$ cat src/rtl/mod_counter.sv
// Parametrised up/down counter with configurable modulus, wrap or saturate at
// the boundaries, parallel load, synchronous clear and boundary event flags.
module mod_counter #(
  parameter int              WIDTH     = 16,
  parameter logic [WIDTH-1:0] MAX_VALUE = {WIDTH{1'b1}}
) (
  input  logic             i_clk,
  input  logic             i_reset,
  input  logic             i_enable,
  input  logic             i_up,
  input  logic             i_saturate,
  input  logic             i_clear,
  input  logic             i_load,
  input  logic [WIDTH-1:0] i_load_value,
  output logic [WIDTH-1:0] o_data,
  output logic             o_at_max,
  output logic             o_at_min,
  output logic             o_event,
  output logic             o_sticky
);

  logic [WIDTH-1:0] r_data;
  logic             r_event;
  logic             r_sticky;

  logic [WIDTH-1:0] w_loadClamped;
  logic [WIDTH-1:0] w_nextData;
  logic             w_nextEvent;
  logic             w_atMax;
  logic             w_atMin;

  assign w_atMax       = (r_data == MAX_VALUE);
  assign w_atMin       = (r_data == '0);
  assign w_loadClamped = (i_load_value > MAX_VALUE) ? MAX_VALUE : i_load_value;

  // Boundaries are detected by exact compare, so a modulus below 2**WIDTH-1
  // never relies on natural binary rollover.
  always_comb begin
    w_nextData  = r_data;
    w_nextEvent = 1'b0;
    if (i_enable) begin
      if (i_up) begin
        if (w_atMax) begin
          w_nextEvent = 1'b1;
          w_nextData  = i_saturate ? r_data : '0;
        end else begin
          w_nextData = r_data + WIDTH'(1);
        end
      end else begin
        if (w_atMin) begin
          w_nextEvent = 1'b1;
          w_nextData  = i_saturate ? r_data : MAX_VALUE;
        end else begin
          w_nextData = r_data - WIDTH'(1);
        end
      end
    end
  end

  always_ff @(posedge i_clk) begin
    if (i_reset || i_clear) begin
      r_data   <= '0;
      r_event  <= 1'b0;
      r_sticky <= 1'b0;
    end else if (i_load) begin
      r_data  <= w_loadClamped;
      r_event <= 1'b0;
    end else begin
      r_data   <= w_nextData;
      r_event  <= w_nextEvent;
      r_sticky <= r_sticky | w_nextEvent;
    end
  end

  assign o_data   = r_data;
  assign o_at_max = w_atMax;
  assign o_at_min = w_atMin;
  assign o_event  = r_event;
  assign o_sticky = r_sticky;

endmodule

$ cat config.mk
export PLATFORM = sky130hd
export DESIGN_NAME = mod_counter
export DESIGN_NICKNAME = d
export VERILOG_FILES = /design/src/rtl/mod_counter.sv
export SDC_FILE = /design/constraint.sdc
export NUM_CORES = 1
export LEC_CHECK = 0
export CORE_MARGIN = 2
export CORE_UTILIZATION = 25
export CTS_CLUSTER_DIAMETER = 80
export DETAILED_ROUTE_END_ITERATION = 6
export PLACE_DENSITY_LB_ADDON = 0.1
export SETUP_SLACK_MARGIN = 0.02
export SYNTH_ARGS = -nofsm -noshare
export SYNTH_HDL_FRONTEND = slang
export SYNTH_SLANG_ARGS = --single-unit
$ cat constraint.sdc
create_clock -name i_clk -period 2.7 [get_ports i_clk]
set_input_delay 0.405 -clock i_clk [delete_from_list [all_inputs] [get_ports i_clk]]
set_output_delay 0.405 -clock i_clk [all_outputs]
set_load 0.01 [all_outputs]
==> run_results.csv <==
group,metric,value,unit
run_status,outcome,"complete, no violations",
timing,grt_setup_unrepaired,"no",
timing,final-setup-viol-count,0,
cts,clk_path_buf_depth,2,
floorplan,dieArea,7570,µm²
logic_synthesis,synth_nets,272,
timing,period_minus_slack,2.58,ns
logic_synthesis,ys_seq_area_share,20.9,%
routing,route.detailed.drc,0,
power,peakVddDrop,0.164,mV
worst_setup_path,end_kind,"primary output",
global_route,antenna_found_initial,0,
worst_setup_path,worstSetupPathType,"flip-flop to primary output",
global_route,grt.total_usage,18.0,%
cells_and_area,fin_cells,376,
placed_design,routabilityCongestion,0.860,
cts,post_cts_buffers,0,
logic_synthesis,synthTopCellsByArea,"dfxtp_1, a21oi_1, o21ai_0",
floorplan,fp.dieH,87.0,µm
cells_and_area,final_nets,323,
worst_setup_path,critPathMaxStageDelay,0.59,ns
logic_synthesis,synth-edff-count,0,
floorplan,core.rowCount,30,
worst_setup_path,cp.arrival,2.18,ns
timing,hold_violations,0,
timing,worst_slack,0.119,ns
cells_and_area,fin_area,2400,µm²
timing,final-max-slew-violation-count,0,
floorplan,initial_utilization,25.6,%
logic_synthesis,yosys.area.top_type,"dfxtp_1",
worst_setup_path,cp_slowest_cell,"or4_4",
logic_synthesis,netlist_instances,246,
routing,vias,2053,
logic_synthesis,netlist_area,1720,µm²
logic_synthesis,syn_area_per_cell,7.00,µm²
timing,post-route-period-util,95.6,%
logic_synthesis,async_flop_share,0,%
logic_synthesis,ys_types,55,
logic_synthesis,synth_commonest_cells,"nand2_1, nor2_1, a21oi_1, dfxtp_1, o21ai_0",
cells_and_area,syn2layout_area_growth,39.6,%
logic_synthesis,synth_seq_cells,18,
global_route,grt_first_pass_wirelength,10500,µm
worst_setup_path,crit_buf_inv,3,
cells_and_area,ff_latch_area,363,µm²
worst_setup_path,cp_top_family,"simple AND/OR/NAND/NOR gates",
run,drv_cap,0,
worst_setup_path,crit_required,2.30,ns
placed_design,post-place-cells,372,
cts,cts.sinks,18,
worst_setup_path,crit_chain,"buf_4 > nand4_1 > or4_4 > inv_2 > clkdlybuf4s50_1",
floorplan,io_pins,43,
global_route,grt_pass1_vias,1925,
routing,first_pass_iters,4,
cts,cts_root_buf,"clkbuf_8",
timing,skew,0.00209,ns
global_route,grt.overflow.total,0,
logic_synthesis,synth_top_area_share,20.9,%
routing,drt_wl_total,6660,µm
logic_synthesis,yosysWarnings,0,
routing,ant_nets,0,
cells_and_area,multi_input_area,1230,µm²
cells_and_area,drive_gt1_share,16.2,%
cts,numCtsBuffers,3,
placed_design,port_buffers,42,
floorplan,core_area,6720,µm²
power,p_leak,0.885,nW
placed_design,hpwlAfterDp,5220,µm
cells_and_area,diodes,0,
power,p_per_area,375,nW/µm²
worst_setup_path,r2r_start,"o_data[8]",
global_route,grt_max_degree,30,
cells_and_area,fillers,725,
timing,relSlewSlack,63.6,%
routing,vias_per_cell,5.46,
routing,wire_per_inst,17.7,µm
power,power.total,0.901,mW
routing,drt_iter0_markers,125,
worst_hold_path,hp-class,"flip-flop to flip-flop",
worst_setup_path,crit_fanout,8,
timing,max_freq,387,MHz
logic_synthesis,ys.flop_type,"dfxtp_1",
worst_setup_path,crit_start,"o_data[6]",
worst_hold_path,worstHoldStart,"o_sticky",
cells_and_area,final_core_util,35.8,%
cts,clkTransAtPathRegs,0.08,ns
cts,htreeDepth,1,
timing,worst_pin_slew,0.546,ns
placed_design,dpl_cell_area,2330,µm²
placed_design,pre_cts_ws,-0.0527,ns
worst_setup_path,setup.worst_path.start_class,"flip-flop",
cts,clk_latency,0.26,ns
floorplan,die_w,87.0,µm
cts,cts_tree,"yes",
logic_synthesis,synth.most_common_cell,"nand2_1",
-- routing by layer --
metal  track usage (%)  vias to the layer above  routed length, µm
met5                 0                        -                  0
met4              4.12                        0                 52
met3              2.46                        4                391
met2              29.3                       63               3080
met1              25.1                      960               3140
li1                  -                     1026                  -
-- area by class of cell --
cell class / instances / share of cell area [%]
Tap cell: 80 / 4.16
Sequential cell: 18 / 15.1
Timing Repair Buffer: 69 / 25.9
Clock buffer: 4 / 2.29
Inverter: 9 / 1.40
Multi-Input combinational cell: 196 / 51.2
-- metrics by stage --
step	hold WS, ns	setup TNS, ns
floorplan	0.470	0
global placement	0.439	0
detailed placement	0.441	-0.177
CTS	0.452	0
global route	0.468	0
finish	0.444	0
-- state kept, by name, summed over array words and instances (netlist names) --
register,flops
o_data,16
o_event,1
o_sticky,1
-- final timing paths --
kind | cells past startpoint | endpoint | slack, ns
min reg2reg | 2 | o_sticky | 0.44
max | 5 | o_at_max | 0.12
min | 2 | o_sticky | 0.44
max reg2reg | 7 | o_data[15] | 0.20
-- cell families (layout without fill, tap and decap cells) --
kind of cell / Yosys count / after routing / share of synthesized area, %
buffers and inverters: 32 / 82 / 8.64
AND/OR/NAND/NOR: 116 / 116 / 37.1
adder cells (fa/ha/maj): 3 / 3 / 2.18
flip-flops: 18 / 18 / 20.9
multiplexers: 3 / 3 / 1.82
XOR/XNOR: 4 / 4 / 2.03
AO/OA/AOI/OAI: 70 / 70 / 27.3
-- power by group --
part	total (mW)	switching, mW	internal (mW)	leakage (nW)
Sequential	0.297	0.0167	0.281	0.148
Combinational	0.372	0.202	0.171	0.708
Clock	0.231	0.101	0.130	0.0288
Total	0.901	0.320	0.581	0.885
-- cells in the final DEF (no fill, tap or decap), types with 3 or more instances in the layout --
master	n
a211oi_1	3
a21oi_1	18
a31oi_1	3
and2_1	3
and3_1	5
and4_1	3
buf_4	27
clkbuf_8	4
clkdlybuf4s50_1	41
dfxtp_1	16
inv_1	8
nand2_1	21
nand2b_1	5
nand3_1	16
nand4_1	10
nor2_1	19
nor2b_1	4
nor3_1	6
nor4_1	7
o211ai_1	4
o21ai_0	17
o221ai_1	5
o311ai_0	3
or3_1	4
or4_1	4
-- worst min-delay path: cells and delay by family, from the launching register on --
family,cells,cell delay (ns)
flops,1,0.31
buf+inv,1,0.04
compound gates,1,0.05
-- timing repair --
action                                  in CTS  in global routing
gates resized for setup                      2                  5
endpoints found under the setup margin       2                  6
hold buffers                                 0                  0
Note: power is estimated with default switching activity, not from simulation.
